--- src/rtl/mon_dispatch_pkg.sv ---
// rtl/mon_dispatch_pkg.sv - shared constants and elaboration helpers for the monitor dispatcher
package mon_dispatch_pkg;

   // Tag width covers the largest legal lane count, so tags are the same width for 2 or 4 lanes.
   localparam int LANE_IDX_W = 2;

   function automatic int clog2(input int value);
      int r;
      r = 0;
      while ((1 << r) < value) r++;
      return r;
   endfunction

   function automatic bit lanes_legal(input int lanes);
      return (lanes == 2) || (lanes == 4);
   endfunction

endpackage

--- src/rtl/mon_tag_fifo.sv ---
// rtl/mon_tag_fifo.sv - in-order lane tag FIFO; pointers carry an extra MSB for full/empty
module mon_tag_fifo
   import mon_dispatch_pkg::*;
#(
   parameter int WIDTH = 2,
   parameter int DEPTH = 4
)
(
   input  logic                   clk,
   input  logic                   reset,
   input  logic                   push,
   input  logic                   pop,
   input  logic [WIDTH-1:0]       push_data,
   output logic [WIDTH-1:0]       pop_data,
   output logic                   full,
   output logic                   empty,
   output logic [clog2(DEPTH):0]  count
);

   localparam int AW = clog2(DEPTH);
   localparam logic [AW:0] PTR_ONE = (AW+1)'(1);

   logic [AW:0]      wr_ptr;
   logic [AW:0]      rd_ptr;
   logic [WIDTH-1:0] mem [DEPTH];
   logic             do_push;
   logic             do_pop;

   // A pop in the same cycle frees the slot, so a push at full is still accepted.
   assign do_pop  = pop && !empty;
   assign do_push = push && (!full || do_pop);

   always_ff @(posedge clk or posedge reset) begin
      if (reset) begin
         wr_ptr <= '0;
         rd_ptr <= '0;
      end else begin
         if (do_push) wr_ptr <= wr_ptr + PTR_ONE;
         if (do_pop)  rd_ptr <= rd_ptr + PTR_ONE;
      end
   end

   always_ff @(posedge clk) begin
      if (do_push) mem[wr_ptr[AW-1:0]] <= push_data;
   end

   assign pop_data = mem[rd_ptr[AW-1:0]];
   assign count    = wr_ptr - rd_ptr;
   assign empty    = (wr_ptr == rd_ptr);
   assign full     = (wr_ptr[AW] != rd_ptr[AW]) && (wr_ptr[AW-1:0] == rd_ptr[AW-1:0]);

endmodule

--- src/rtl/mon_dispatch.sv ---
// rtl/mon_dispatch.sv - round-robin dispatch of DUT transactions to checker lanes, in-order event collection
module mon_dispatch
   import mon_dispatch_pkg::*;
#(
   parameter int WIDTH    = 32,
   parameter int LANES    = 2,
   parameter int TAGDEPTH = 4
)
(
   input  logic                       clk,
   input  logic                       reset,
   input  logic                       i_valid,
   output logic                       o_ready,
   input  logic [WIDTH-1:0]           i_dut_ia,
   input  logic [WIDTH-1:0]           i_dut_ib,
   input  logic [WIDTH-1:0]           i_dut_os,
   output logic [LANES-1:0]           o_lane_valid,
   output logic [WIDTH-1:0]           o_lane_a,
   output logic [WIDTH-1:0]           o_lane_b,
   output logic [WIDTH-1:0]           o_lane_o,
   input  logic [LANES-1:0]           i_lane_ready,
   input  logic [LANES-1:0]           i_lane_done,
   input  logic [LANES*WIDTH-1:0]     i_lane_event,
   output logic [LANES-1:0]           o_lane_ack,
   output logic                       o_event_valid,
   output logic [WIDTH-1:0]           o_event,
   input  logic                       i_event_ready,
   output logic [clog2(TAGDEPTH):0]   o_outstanding
);

   if (!lanes_legal(LANES)) begin : g_bad_lanes
      $error("mon_dispatch: LANES must be 2 or 4");
   end

   logic                  cap_valid;
   logic [WIDTH-1:0]      cap_a;
   logic [WIDTH-1:0]      cap_b;
   logic [WIDTH-1:0]      cap_o;
   logic [LANE_IDX_W-1:0] rr_ptr;
   logic [LANE_IDX_W-1:0] grant_idx;
   logic [LANE_IDX_W-1:0] head_idx;
   logic [LANE_IDX_W-1:0] hi_idx;
   logic [LANE_IDX_W-1:0] lo_idx;
   logic                  hi_found;
   logic                  lo_found;
   logic                  grant_found;
   logic                  head_done;
   logic [WIDTH-1:0]      head_event;
   logic                  fifo_full;
   logic                  fifo_empty;
   logic                  dispatch;
   logic                  collect;

   // Round-robin: lowest ready lane at or above rr_ptr, else wrap to the lowest ready lane.
   always_comb begin
      hi_idx   = '0;
      lo_idx   = '0;
      hi_found = 1'b0;
      lo_found = 1'b0;
      for (int k = LANES-1; k >= 0; k--) begin
         if (i_lane_ready[k]) begin
            lo_idx   = LANE_IDX_W'(k);
            lo_found = 1'b1;
            if (k >= int'(rr_ptr)) begin
               hi_idx   = LANE_IDX_W'(k);
               hi_found = 1'b1;
            end
         end
      end
      grant_found = lo_found;
      grant_idx   = hi_found ? hi_idx : lo_idx;
   end

   // Only the lane at the FIFO head may be collected; other done flags wait their turn.
   always_comb begin
      head_done  = 1'b0;
      head_event = '0;
      for (int k = 0; k < LANES; k++) begin
         if (head_idx == LANE_IDX_W'(k)) begin
            head_done  = i_lane_done[k];
            head_event = i_lane_event[k*WIDTH +: WIDTH];
         end
      end
   end

   assign collect  = !fifo_empty && head_done && (!o_event_valid || i_event_ready);
   assign dispatch = cap_valid && grant_found && (!fifo_full || collect);
   assign o_ready  = !cap_valid || dispatch;

   always_comb begin
      o_lane_valid = '0;
      o_lane_ack   = '0;
      for (int k = 0; k < LANES; k++) begin
         if (dispatch && grant_idx == LANE_IDX_W'(k)) o_lane_valid[k] = 1'b1;
         if (collect  && head_idx  == LANE_IDX_W'(k)) o_lane_ack[k]   = 1'b1;
      end
   end

   assign o_lane_a = cap_a;
   assign o_lane_b = cap_b;
   assign o_lane_o = cap_o;

   always_ff @(posedge clk or posedge reset) begin
      if (reset) begin
         cap_valid <= 1'b0;
         cap_a     <= '0;
         cap_b     <= '0;
         cap_o     <= '0;
      end else if (i_valid && o_ready) begin
         cap_valid <= 1'b1;
         cap_a     <= i_dut_ia;
         cap_b     <= i_dut_ib;
         cap_o     <= i_dut_os;
      end else if (dispatch) begin
         cap_valid <= 1'b0;
      end
   end

   always_ff @(posedge clk or posedge reset) begin
      if (reset)
         rr_ptr <= '0;
      else if (dispatch)
         rr_ptr <= (grant_idx == LANE_IDX_W'(LANES-1)) ? '0 : grant_idx + LANE_IDX_W'(1);
   end

   always_ff @(posedge clk or posedge reset) begin
      if (reset) begin
         o_event_valid <= 1'b0;
         o_event       <= '0;
      end else if (collect) begin
         o_event_valid <= 1'b1;
         o_event       <= head_event;
      end else if (i_event_ready) begin
         o_event_valid <= 1'b0;
      end
   end

   mon_tag_fifo #(
      .WIDTH (LANE_IDX_W),
      .DEPTH (TAGDEPTH)
   ) u_tag_fifo (
      .clk       (clk),
      .reset     (reset),
      .push      (dispatch),
      .pop       (collect),
      .push_data (grant_idx),
      .pop_data  (head_idx),
      .full      (fifo_full),
      .empty     (fifo_empty),
      .count     (o_outstanding)
   );

endmodule

--- config.mk ---
export PLATFORM = sky130hd
export DESIGN_NAME = mon_dispatch
export DESIGN_NICKNAME = d
export VERILOG_FILES = /design/src/rtl/mon_dispatch_pkg.sv /design/src/rtl/mon_tag_fifo.sv /design/src/rtl/mon_dispatch.sv
export SDC_FILE = /design/constraint.sdc
export NUM_CORES = 1
export LEC_CHECK = 0
export ABC_CLOCK_PERIOD_IN_PS = 10100
export BUFFER_PORTS_ARGS = -buffer_cell sky130_fd_sc_hd__buf_2
export CAP_MARGIN = 20
export CORE_MARGIN = 3
export CORE_UTILIZATION = 45
export DETAILED_ROUTE_END_ITERATION = 10
export PLACE_DENSITY = 0.87
export SKIP_LAST_GASP = 1
export SYNTH_ARGS = -nofsm -noshare
export SYNTH_HDL_FRONTEND = slang
export SYNTH_SLANG_ARGS = --single-unit
--- constraint.sdc ---
create_clock -name clk -period 10.1 [get_ports clk]
set_input_delay 2.525 -clock clk [delete_from_list [all_inputs] [get_ports clk]]
set_output_delay 2.525 -clock clk [all_outputs]
set_load 0.05 [all_outputs]
# Word-level counts from Yosys, hierarchy flattened
# Memory sizes are Yosys's and may differ from the RTL's.
# Index checks and enable logic that the tools add are counted.
# W data, S select, Z words.
[op_classes]
addsub = 4
n_lt_le_gt_ge = 2
eq_ne = 5
n_mux = 28
n_reduce_logical = 24
[op_table]
columns = ["operator", "count"]
rows = [
  ["$mux W32", 2],
  ["$mux W1", 21],
  ["$logic_and A1 B1 Y1", 12],
  ["$mux W2", 5],
  ["$add A3 B1 Y3 const B", 2],
  ["$eq A2 B1 Y1 const B", 2],
  ["$ge A1 B2 Y1 const A", 2],
  ["$logic_not A1 Y1", 4],
  ["$logic_not A2 Y1", 2],
  ["$logic_or A1 B1 Y1", 4],
  ["$reduce_bool A2 Y1", 2],
  ["$eq A3 B3 Y1", 1],
  ["$sub A3 B3 Y3", 1],
  ["$add A2 B1 Y2 const B", 1],
  ["$eq A2 B2 Y1", 1],
  ["$ne A1 B1 Y1", 1],
]
[word_totals]
reg_bits = 138
mem_bits_rw = 8
in_bits = 168
mem_count = 1
[mem_list]
columns = ["name", "depth", "word_bits", "rd", "rd_clocked_by_memory_dff", "write_ports", "line", "rtl"]
rows = [
  ["u_tag_fifo.mem", 4, 2, 1, 0, 1, "mon_tag_fifo.sv:25", "logic [WIDTH-1:0] mem [DEPTH];"],
]

# Longest topological paths before layout
# Gate-level depths: netlist of the first run.
# An unclocked memory read counts as a cell.
[logic_depth]
depth_word = 11
mapped_depth = 9
mapped_depth_nobuf = 6

# By module
# Synthesis of the first run repeated with hierarchy kept, for this count alone.
[unflattened]
hier_cells = 552
area_unflattened_um2 = 6718.9
[modules_own_cells]
columns = ["module", "instances", "cells_each", "area_each_um2"]
rows = [
  ["mon_dispatch", 1, 496, 5977.0],
  ["mon_tag_fifo", 1, 56, 742.0],
]

# Worst setup path before layout of the first run
# Ideal clock, no wire load.
[synth_timing]
kind = "input -> output"
startpoint = "input i_event_ready"
endpoint = "output o_lane_ack[0]"
arrival_ps = 4029
required_ps = 7575
setup_slack_ps = 3546
stages = 5
path_buffers = 2
cell_sequence = "nand2b_1 > o211a_1 > clkbuf_1 > clkbuf_1 > nor2b_1"
[synth_via]
elab_chain_cells = 4
[synth_rtl]
columns = ["item", "line", "rtl"]
rows = [
  ["from (decl)", "mon_dispatch.sv:27", "input logic i_event_ready,"],
  ["$logic_or A1 B1 Y1", "mon_dispatch.sv:86", "assign collect = !fifo_empty && head_done && (!o_event_valid || i_event_ready);"],
  ["$logic_and A1 B1 Y1", "mon_dispatch.sv:86", ""],
  ["$logic_and A1 B1 Y1", "mon_dispatch.sv:95", "if (collect && head_idx == LANE_IDX_W'(k)) o_lane_ack[k] = 1'b1;"],
  ["$mux W1", "mon_dispatch.sv:95", ""],
  ["to (decl)", "mon_dispatch.sv:24", "output logic [LANES-1:0] o_lane_ack,"],
]
# No other way between the ends.

# Worst setup path after layout of the first run
[layout_timing]
startpoint = "input i_lane_done[1]"
endpoint = "output o_lane_ack[0]"
[layout_via]
elab_chain_cells = 5
[layout_rtl]
columns = ["item", "line", "rtl"]
rows = [
  ["from (decl)", "mon_dispatch.sv:22", "input logic [LANES-1:0] i_lane_done,"],
  ["$mux W1", "mon_dispatch.sv:79", "if (head_idx == LANE_IDX_W'(k)) begin"],
  ["$logic_and A1 B1 Y1 (2 in a row)", "mon_dispatch.sv:86", ""],
  ["$logic_and A1 B1 Y1", "mon_dispatch.sv:95", ""],
  ["$mux W1", "mon_dispatch.sv:95", ""],
]
# No other way between the ends.

==> results of run 1 <==
==> layer usage <==
metal / vias to the layer above / share of wire / wire [µm]
met2: 209 / 0.53 / 7890
met1: 2070 / 0.35 / 5240
met3: 23 / 0.10 / 1500
li1: 2026 / - / -
met5: - / 0.00087 / 13
met4: 2 / 0.016 / 238
==> sequential cells by signal, indices dropped and copies added, names as in the netlist <==
register	cells
u_tag_fifo.mem	4
o_event	32
o_lane_b	32
u_tag_fifo.wr_ptr	3
rr_ptr	1
cap_valid	1
o_lane_a	32
u_tag_fifo.rd_ptr	3
o_event_valid	1
o_lane_o	32
==> path summary, 6_finish.rpt <==
check                                          start                   end  slack (ns)
worst max-delay path                  i_lane_done[1]         o_lane_ack[0]        3.68
worst min-delay path            u_tag_fifo.wr_ptr[2]  u_tag_fifo.wr_ptr[2]        0.49
worst max register to register  u_tag_fifo.rd_ptr[0]          o_lane_b[11]        6.78
worst min register to register  u_tag_fifo.wr_ptr[2]  u_tag_fifo.wr_ptr[2]        0.49
max in group asynchronous                      reset          o_lane_b[11]        6.60
min in group asynchronous                      reset          o_lane_a[25]        2.19
==> synth_stat cells (4+ instances only) <==
master and count:
sky130_fd_sc_hd__ha_1 7, sky130_fd_sc_hd__buf_6 5, sky130_fd_sc_hd__edfxtp_1 4, sky130_fd_sc_hd__xor2_1 4, sky130_fd_sc_hd__inv_1 11, sky130_fd_sc_hd__clkbuf_1 12
sky130_fd_sc_hd__mux2i_1 33, sky130_fd_sc_hd__mux2_2 57, sky130_fd_sc_hd__dfrtp_1 137, sky130_fd_sc_hd__mux2_4 41, sky130_fd_sc_hd__nand2_1 5, sky130_fd_sc_hd__a21oi_1 32
sky130_fd_sc_hd__nor2_1 38, sky130_fd_sc_hd__buf_2 5
==> final cells by class <==
type / instances / area, µm²
fillers: 999 / 4580
flip-flops and latches: 141 / 3550
multi-input cells: 236 / 2210
repair buffers: 308 / 1550
clock buffers: 21 / 480
well taps: 172 / 215
clock inverters: 10 / 87.6
inverters: 11 / 46.3
==> metrics by stage <==
| stage | instances | hold WS, ns | util | area (µm²) | setup WS (ns) |
|---|---|---|---|---|---|
| 6_report | 899 | 0.487 | 0.640 | 8140 | 3.68 |
| 5_1_grt | 899 | 0.510 | 0.640 | 8140 | 3.53 |
| 4_1_cts | 899 | 0.491 | 0.640 | 8140 | 3.65 |
| 3_5_place_dp | 868 | 0.482 | 0.595 | 7570 | 3.65 |
| 3_3_place_gp | 868 | 0.477 | 0.595 | 7570 | 3.69 |
| 2_1_floorplan | 411 | 0.460 | - | 5930 | 3.55 |
==> kinds of logic after synthesis <==
logic type	count (synthesis)	synth area share
buffers and inverters	34	0.0296
AOI/OAI and AO/OA	40	0.0380
xor gates and xnor gates	6	0.00887
adders and majority gates	8	0.0182
and+or+nand+nor	50	0.0348
muxes	132	0.272
DFF	141	0.599
==> parameters.txt, run 1 <==
Parameter                              Value

Final layout
  Share of layout cells above drive strength 1 ... 0.609
  Number of diodes added for antenna fixing ... 0
  Area grow syn2layout ... 37.4%
  Number of nets in the final layout ... 891
  Highest-count cells in the layout ignoring fill and taps ... 304 x sky130_fd_sc_hd__buf_2, 137 x sky130_fd_sc_hd__dfrtp_1, 57 x sky130_fd_sc_hd__mux2_2
  Most common cell after layout, fill and taps aside ... sky130_fd_sc_hd__buf_2

Critical path
  Maximum fanout count along the critical path ... 70
  Max stage delay on crit path ... 0.51 ns
  Data required time of the critical path ... 7.58 ns
  Cell at the slowest stage of the critical path ... sky130_fd_sc_hd__buf_4
  Cell type with the highest occurrence count on the critical path ... sky130_fd_sc_hd__buf_2
  Count of buffer and inverter cells on the critical path ... 3
  Startpoint-to-endpoint class of the critical path ... in2out
  Kind of cell adding the most delay to the critical path ... buffers and inverters
  Critical Path Source Type ... input pin
  Worst endpoint data arrival time ... 3.90 ns
  Number of logic stages on the critical path including buffering ... 6
  R2r worst-path depth ... 6
  Worst-path cell chain ... buf_2 -> mux2_4 -> o211a_2 -> buf_4 -> nor2b_1 -> buf_2
  Critical path capture point type ... output pin

Drt
  Drt first pass iters ... 7
  Residual DRC ... 0
  Final routed wire length divided by cell count ... 16.6 µm
  Count of vias placed by the detailed router ... 4,330
  Total length of routed wires ... 14,900 µm
  Routed via count divided by cell count ... 4.82
  Count of routing violations after the opening detailed-route iteration ... 183
  Count of antenna-violating nets left after detailed routing ... 0

Clock tree
  Number of buffers added to fix hold violations after cts ... 0
  Number of buffers on the longest clock path ... 2
  Clock Tree Root ... sky130_fd_sc_hd__clkbuf_16
  Clock Sinks ... 141
  Number of gates resized after CTS ... 0
  H-tree Lvls ... 4
  Number of CTS-inserted buffers ... 17
  Post-CTS clock slew at the launch and capture registers of the worst setup and hold paths ... 0.06 ns
  Later-pin clock latency in the skew report ... 0.41 ns
  Post-CTS Setup Inserts ... 0
  TritonCTS clock tree ... built

Status
  Result of the run ... finished clean

Die
  Initial Utilization ... 0.466
  Die Y-Extent ... 121 µm
  Ports placed on the boundary ... 305
  Placeable core region ... 12,700 µm²
  Die Wd ... 121 µm
  Area enclosed by the die boundary ... 14,600 µm²
  Num rows ... 41

Yosys
  Total nets after synthesis ... 587
  Library cell occupying the most area in the post-synthesis netlist ... sky130_fd_sc_hd__dfrtp_1
  Ranking of synthesized cells by area ... sky130_fd_sc_hd__dfrtp_1 58%, sky130_fd_sc_hd__mux2_2 11%, sky130_fd_sc_hd__mux2_4 10%
  Post-synth EDFFs ... 4
  Proportion of synthesized chip area in sequential cells ... 0.599
  Proportion of netlist area held by the largest area contributor ... 0.579
  Area of the mapped netlist ... 5930 µm²
  Fraction of registers with async set/reset ... 0.972
  Flip-flop and latch count after synthesis ... 141
  Number of distinct standard cells referenced by the synthesized netlist ... 30
  Mean instance size in the synthesized netlist ... 14.4 µm²
  Most common flop cell mapped by yosys ... sky130_fd_sc_hd__dfrtp_1
  Number of warnings issued by yosys ... 0
  Gate Count Post-Synth ... 411

Global route
  Met3 usage ... 0.0823
  Global-route met2 utilization ... 0.362
  Global routing usage summed across all routing layers ... 0.205
  Total congestion overflow ... 0
  Wire length of the first global-routing pass ... 23,100 µm
  Busiest layer in global routing ... met2
  Initial antenna violation count ... 1
  Maximum number of pins on one net before global-route repair ... 72
  Fraction of met1 tracks used by global routing ... 0.221
  Number of global-route vias before repair ... 4,641

STA
  Normalized max-slew margin ... 0.353
  Fin crit period ... 6.42 ns
  Total count of hold-check failures in the final report ... 0
  Setup repair after global routing missed its margin ... no
  Final number of max-transition violations ... 0
  Least-Margin Pin Slew ... 0.971 ns
  Setup total negative slack ... 0 ns
  Post-Route Skew ... 0.0114 ns
  Share of the cycle needed by the critical path after routing ... 0.636
  Final setup violation count ... 0
  Max Clk Rate ... 0.156 GHz

Worst hold path
  Hold WC Path Type ... reg2reg
  Number of cells traversed by the worst hold path ... 1

Placement
  Count of buffers from port buffering ... 304
  Final HPWL from detailed placement ... 11,300 µm
  Routability Congestion ... 0.802

Run
  Maximum Capacitance Violations ... 0
Power of run 1 is not shown: default switching activity piles up to over one toggle a cycle in this logic, so the estimate is an artifact.
==> inputs of run 2 (changes only) <==
ABC_CLOCK_PERIOD_IN_PS = 5780   (was 10100)
CORE_UTILIZATION = 41   (was 45)
PLACE_DENSITY = 0.84   (was 0.87)
clock period = 5.78 ns   (was 10.1 ns; I/O delays follow)
==> run 2 against run 1 <==
Compared with the run above:
- non-clock buffer count down 1
- sequential share of layout area down 0.060 points
- worst setup slack worse by 2.5 ns
- register-to-register slack worse by 4.6 ns
- worst hold slack better by 0.0095 ns
- critical path depth unchanged
- routed wire length down 2.7%
- critical endpoint is now o_lane_valid[0]
- first-iteration DRC count down 47%
==> parameters.txt, run 2 (same netlist as run 1, synthesis figures left out) <==
Parameter                              Value

Die
  Die Wd ... 126 µm (+4.5%)
  Placeable core region ... 14,000 µm² (+10%)
  Die Y-Extent ... 126 µm (+4.5%)
  Initial Utilization ... 0.424 (-0.0422)
  Area enclosed by the die boundary ... 15,900 µm² (+9.3%)
  Num rows ... 43 (+4.9%)
  Ports placed on the boundary ... 305 (unchanged)

Status
  Result of the run ... finished clean

Placement
  Final HPWL from detailed placement ... 10,800 µm (-3.8%)
  Count of buffers from port buffering ... 304 (unchanged)
  Placed instance count ... 875 (+0.81%)
  Routability Congestion ... 0.793 (-1.2%)

STA
  Max Clk Rate ... 0.217 GHz
  Setup total negative slack ... 0 ns (unchanged)
  Least-Margin Pin Slew ... 1.04 ns (+0.0644 ns)
  Post-Route Skew ... 0.0156 ns (+0.00423 ns)
  Final number of max-transition violations ... 0 (unchanged)
  Final setup violation count ... 0 (unchanged)
  Share of the cycle needed by the critical path after routing ... 0.797
  Fin crit period ... 4.60 ns
  Normalized max-slew margin ... 0.310 (-0.0430)
  Setup repair after global routing missed its margin ... no
  Total count of hold-check failures in the final report ... 0 (unchanged)

Critical path
  Startpoint-to-endpoint class of the critical path ... reg2out
  Worst endpoint data arrival time ... 3.16 ns (-0.74 ns)
  Critical Path Source Type ... flop
  Critical path capture point type ... output pin
  Maximum fanout count along the critical path ... 35 (-50%)
  Data required time of the critical path ... 4.34 ns (-3.24 ns)

Drt
  Routed via count divided by cell count ... 4.75 (-1.3%)
  Count of antenna-violating nets left after detailed routing ... 0 (unchanged)
  Residual DRC ... 0 (unchanged)
  Total length of routed wires ... 14,500 µm (-2.7%)
  Count of routing violations after the opening detailed-route iteration ... 97 (-47%)
  Count of vias placed by the detailed router ... 4,310 (-0.46%)
  Final routed wire length divided by cell count ... 16.0 µm (-3.6%)
  Drt first pass iters ... 4 (-3)

Clock tree
  Clock Tree Root ... sky130_fd_sc_hd__clkbuf_16
  Number of buffers on the longest clock path ... 2 (unchanged)
  Number of CTS-inserted buffers ... 17 (unchanged)
  H-tree Lvls ... 4 (unchanged)
  Clock Sinks ... 141 (unchanged)
  Number of buffers added to fix hold violations after cts ... 0 (unchanged)
  Number of gates resized after CTS ... 0 (unchanged)
  Post-CTS clock slew at the launch and capture registers of the worst setup and hold paths ... 0.06 ns (about the same)
  Post-CTS Setup Inserts ... 0 (unchanged)
  TritonCTS clock tree ... built
  Later-pin clock latency in the skew report ... 0.42 ns (about the same)

Global route
  Global-route met2 utilization ... 0.297 (-0.0648)
  Total congestion overflow ... 0 (unchanged)
  Wire length of the first global-routing pass ... 22,600 µm (-2.4%)
  Initial antenna violation count ... 0 (-1)
  Number of global-route vias before repair ... 4,491 (-3.2%)
  Global routing usage summed across all routing layers ... 0.180 (-0.0250)
  Busiest layer in global routing ... met2
  Met3 usage ... 0.0721 (-0.0102)
  Maximum number of pins on one net before global-route repair ... 101 (+40%)
  Fraction of met1 tracks used by global routing ... 0.209 (-0.0117)

Final layout
  Final cell count without fillers ... 907 (+0.89%)
  Share of layout cells above drive strength 1 ... 0.609 (unchanged)
  Final cell utilization of the core ... 0.583 (-0.0571)
  Area grow syn2layout ... 37.6%
  Number of diodes added for antenna fixing ... 0 (unchanged)
  Number of nets in the final layout ... 890 (-0.11%)
  Most common cell after layout, fill and taps aside ... sky130_fd_sc_hd__buf_2
  Highest-count cells in the layout ignoring fill and taps ... 304 x sky130_fd_sc_hd__buf_2, 137 x sky130_fd_sc_hd__dfrtp_1, 57 x sky130_fd_sc_hd__mux2_2
  Filler Cell Count ... 1,145 (+15%)

Run
  Maximum Capacitance Violations ... 0 (unchanged)

Worst hold path
  Hold WC Path Type ... reg2reg
## run 2: changes by cell type in the layout (fill, tap and decap cells not counted)
cell | previous run | this run
sky130_fd_sc_hd__clkinv_2 | 4 | 0
sky130_fd_sc_hd__clkbuf_8 | 4 | 1
sky130_fd_sc_hd__clkinv_4 | 0 | 3
sky130_fd_sc_hd__inv_6 | 2 | 5
sky130_fd_sc_hd__inv_8 | 0 | 3
sky130_fd_sc_hd__buf_4 | 4 | 2
sky130_fd_sc_hd__buf_12 | 0 | 1
sky130_fd_sc_hd__bufinv_16 | 1 | 0
sky130_fd_sc_hd__clkinvlp_4 | 3 | 4
sky130_fd_sc_hd__inv_4 | 1 | 0
## run 2: worst max-delay path: stages (launching register included)
cell and delay, ns:
sky130_fd_sc_hd__dfrtp_1 0.43, sky130_fd_sc_hd__mux4_2 1.06, sky130_fd_sc_hd__mux2_4 0.37, sky130_fd_sc_hd__and2_4 0.18
sky130_fd_sc_hd__o21ai_2 0.38, sky130_fd_sc_hd__nor2_1 0.09, sky130_fd_sc_hd__buf_2 0.23
## run 2: worst paths after layout
kind | startpoint | to | slack, ns | cells after the start
setup / recovery | u_tag_fifo.rd_ptr[0] | o_lane_valid[0] | 1.18 | 6
hold / removal | u_tag_fifo.rd_ptr[2] | u_tag_fifo.rd_ptr[2] | 0.50 | 1
setup reg to reg | u_tag_fifo.rd_ptr[0] | o_lane_o[25] | 2.22 | 6
hold reg to reg | u_tag_fifo.rd_ptr[2] | u_tag_fifo.rd_ptr[2] | 0.50 | 1
max in group asynchronous | reset | o_event[23] | 3.55 | 3
min in group asynchronous | reset | o_lane_b[19] | 1.21 | 2
## run 2: layer usage
metal	vias up	part of all wire	wire length [µm]
met1	2051	0.39	5670
met3	24	0.095	1380
met5	-	0	0
li1	2026	-	-
met4	0	0.020	286
met2	209	0.49	7150
## run 2: final cells by class
type / instances / area [µm²] / area share
Sequential cell: 141 / 3550 / 0.435
Tap cell: 180 / 225 / 0.0276
Clock buffer: 18 / 439 / 0.0539
Inverter: 11 / 46.3 / 0.00568
Clock inverter: 14 / 125 / 0.0153
Multi-Input combinational cell: 236 / 2210 / 0.271
Timing Repair Buffer: 307 / 1560 / 0.191
## run 2: metrics by stage
| step | hold slack (ns) | setup WS [ns] | cell area [µm²] |
|---|---|---|---|
| finish | 0.496 | 1.18 | 8150 |
| global route | 0.500 | 1.00 | 8150 |
| CTS | 0.497 | 1.11 | 8150 |
| detailed placement | 0.489 | 1.54 | 7590 |
| global placement | 0.475 | 1.61 | 7590 |
| floorplan | 0.460 | 0.667 | 5930 |
Power of run 2 is left out for the same reason.
==> inputs of run 3 (changes only) <==
ABC_AREA = 1   (was unset)
ABC_CLOCK_PERIOD_IN_PS = 3900   (was 5780)
clock period = 3.9 ns   (was 5.78 ns; I/O delays follow)
==> run 3 against run 2 <==
Compared with the run above:
- cell count rose by 27%
- worst hold slack got worse by 0.036 ns
- flip-flop and latch count did not move
- clock skew fell by 0.0095 ns
- first-iteration DRC count rose to 2.8 times the previous value
- via count rose by 27%
- sequential share of layout area rose by 0.36 points
- register-to-register slack got worse by 0.86 ns
- design area fell by 0.81%
- critical path type unchanged
- critical endpoint is now o_ready
==> parameters.txt, run 3 <==
Parameter                              Value

Status
  Result of the run ... finished clean

Critical path
  R2R Setup Slk ... 1.36 ns (-0.86 ns)
  Critical path capture point type ... output pin
  R2r worst-path depth ... 14 (+8)
  Maximum fanout count along the critical path ... 14 (-60%)
  Data required time of the critical path ... 2.92 ns (-1.42 ns)
  Startpoint-to-endpoint class of the critical path ... reg2out
  Critical Path Source Type ... flop
  Worst endpoint data arrival time ... 2.30 ns (-0.86 ns)

STA
  Fin crit period ... 3.27 ns
  Max Clk Rate ... 0.306 GHz
  Share of the cycle needed by the critical path after routing ... 0.839
  Setup repair after global routing missed its margin ... no
  Final number of max-transition violations ... 0 (unchanged)
  Least-Margin Pin Slew ... 0.977 ns (-0.0583 ns)
  Setup total negative slack ... 0 ns (unchanged)
  Total count of hold-check failures in the final report ... 0 (unchanged)
  Final setup violation count ... 0 (unchanged)
  Normalized max-slew margin ... 0.349 (+0.0389)
  Post-Route Skew ... 0.00612 ns (-0.00950 ns)
  Worst hold slack across all endpoints ... 0.461 ns (-0.0357 ns)

Final layout
  Share of layout cells above drive strength 1 ... 0.363 (-0.246)
  Number of diodes added for antenna fixing ... 0 (unchanged)
  Final cell utilization of the core ... 0.580 (-0.00251)
  Area grow syn2layout ... 37.5% (about the same)
  Highest-count cells in the layout ignoring fill and taps ... 304 x sky130_fd_sc_hd__buf_2, 302 x sky130_fd_sc_hd__nand2_1, 137 x sky130_fd_sc_hd__dfrtp_1
  Most common cell after layout, fill and taps aside ... sky130_fd_sc_hd__buf_2
  Number of nets in the final layout ... 1,134 (+27%)

Clock tree
  H-tree Lvls ... 4 (unchanged)
  Number of gates resized after CTS ... 0 (unchanged)
  Number of buffers added to fix hold violations after cts ... 0 (unchanged)
  Number of buffers on the longest clock path ... 2 (unchanged)
  Clock Tree Root ... sky130_fd_sc_hd__clkbuf_16
  Clock Sinks ... 141 (unchanged)
  Later-pin clock latency in the skew report ... 0.41 ns (about the same)
  TritonCTS clock tree ... built
  Post-CTS clock slew at the launch and capture registers of the worst setup and hold paths ... 0.05 ns (about the same)
  Number of CTS-inserted buffers ... 17 (unchanged)
  Post-CTS Setup Inserts ... 0 (unchanged)

Yosys
  Ranking of synthesized cells by area ... sky130_fd_sc_hd__dfrtp_1 58%, sky130_fd_sc_hd__nand2_1 19%, sky130_fd_sc_hd__nand3_1 11%
  Proportion of synthesized chip area in sequential cells ... 0.603 (+0.00446)
  Mean instance size in the synthesized netlist ... 8.82 µm² (-39%)
  Area of the mapped netlist ... 5880 µm² (-0.74%)
  Leading cell types by count after synthesis ... 302 x sky130_fd_sc_hd__nand2_1, 137 x sky130_fd_sc_hd__dfrtp_1, 133 x sky130_fd_sc_hd__nand3_1
  Post-synth EDFFs ... 4 (unchanged)
  Fraction of registers with async set/reset ... 0.972 (unchanged)
  Dominant cell by count in the synthesized netlist ... sky130_fd_sc_hd__nand2_1
  Number of warnings issued by yosys ... 0 (unchanged)
  Proportion of netlist area held by the largest area contributor ... 0.583 (+0.00431)
  Number of distinct standard cells referenced by the synthesized netlist ... 23 (-23%)
  Gate Count Post-Synth ... 667 (+62%)
  Library cell occupying the most area in the post-synthesis netlist ... sky130_fd_sc_hd__dfrtp_1
  Flip-flop and latch count after synthesis ... 141 (unchanged)
  Most common flop cell mapped by yosys ... sky130_fd_sc_hd__dfrtp_1
  Total nets after synthesis ... 843 (+44%)

Drt
  Count of routing violations after the opening detailed-route iteration ... 268 (+180%)
  Total length of routed wires ... 16,500 µm (+14%)
  Drt first pass iters ... 5 (+1)
  Final routed wire length divided by cell count ... 14.4 µm (-10%)
  Count of antenna-violating nets left after detailed routing ... 0 (unchanged)
  Routed via count divided by cell count ... 4.78 (+0.55%)
  Residual DRC ... 0 (unchanged)
  Count of vias placed by the detailed router ... 5,495 (+27%)

Die
  Die Wd ... 126 µm (-0.35%)
  Placeable core region ... 13,900 µm² (-0.38%)
  Die Y-Extent ... 126 µm (-0.35%)
  Ports placed on the boundary ... 305 (unchanged)
  Area enclosed by the die boundary ... 15,800 µm² (-0.70%)
  Num rows ... 43 (unchanged)
  Initial Utilization ... 0.422 (-0.00151)

Global route
  Wire length of the first global-routing pass ... 26,300 µm (+17%)
  Maximum number of pins on one net before global-route repair ... 138 (+37%)
  Initial antenna violation count ... 0 (unchanged)
  Global routing usage summed across all routing layers ... 0.207 (+0.0278)
  Number of global-route vias before repair ... 5,380 (+20%)
  Total congestion overflow ... 0 (unchanged)

Placement
  Count of buffers from port buffering ... 304 (unchanged)
  Final HPWL from detailed placement ... 11,900 µm (+10%)
  Routability Congestion ... 0.835 (+5.4%)

Run
  Maximum Capacitance Violations ... 0 (unchanged)

Worst hold path
  Hold WC Path Type ... reg2reg
  Number of cells traversed by the worst hold path ... 2 (+1)
==> run 3: metrics by stage <==
step           instance area, µm²  cells  setup slack, ns
2_1_floorplan                5890    667            0.693
3_3_place_gp                 7510   1119            0.842
3_5_place_dp                 7510   1119            0.812
4_1_cts                      8090   1150            0.600
5_1_grt                      8090   1150            0.419
6_report                     8090   1150            0.627
==> run 3: routing by layer <==
layer | track usage | up-vias | share of wire
met5 | 0 | - | 0
met4 | 0.102 | 0 | 0.029
met3 | 0.0640 | 32 | 0.086
met2 | 0.360 | 238 | 0.50
met1 | 0.232 | 2526 | 0.38
li1 | - | 2699 | -
==> run 3: kinds of logic after synthesis <==
kind of cell	share of synthesized area
and+or+nand+nor	0.318
DFF	0.603
buffers and inverters	0.0453
adders and majority gates	0.0183
AOI/OAI and AO/OA	0.00638
xor gates and xnor gates	0.00893
==> run 3: final cells by class <==
class,count,area (µm²)
Multi-Input combinational cell,470,2070
Tap cell,180,225
Fill cell,1259,5850
Clock buffer,20,457
Sequential cell,141,3550
Clock inverter,11,119
Timing Repair Buffer,314,1610
Inverter,14,56.3
==> run 3: critical path, cell delays in order (launching register included) <==
cell	delay, ns
sky130_fd_sc_hd__dfrtp_1	0.43
sky130_fd_sc_hd__inv_2	0.07
sky130_fd_sc_hd__nand2_1	0.06
sky130_fd_sc_hd__nand3_1	0.14
sky130_fd_sc_hd__nand2_1	0.16
sky130_fd_sc_hd__nand2_1	0.07
sky130_fd_sc_hd__nand2_1	0.08
sky130_fd_sc_hd__nand3_1	0.13
sky130_fd_sc_hd__nand2_1	0.10
sky130_fd_sc_hd__nand2_2	0.17
sky130_fd_sc_hd__nand2_4	0.20
sky130_fd_sc_hd__buf_2	0.29
==> run 3: path summary, 6_finish.rpt <==
check                                startpoint      endpoint
max                        u_tag_fifo.rd_ptr[0]       o_ready
min                                o_lane_a[18]  o_lane_a[18]
max reg2reg                u_tag_fifo.rd_ptr[0]  o_lane_o[23]
min reg2reg                        o_lane_a[18]  o_lane_a[18]
max in group asynchronous                 reset   o_lane_o[2]
min in group asynchronous                 reset  o_lane_a[19]
Power of run 3 is left out for the same reason.
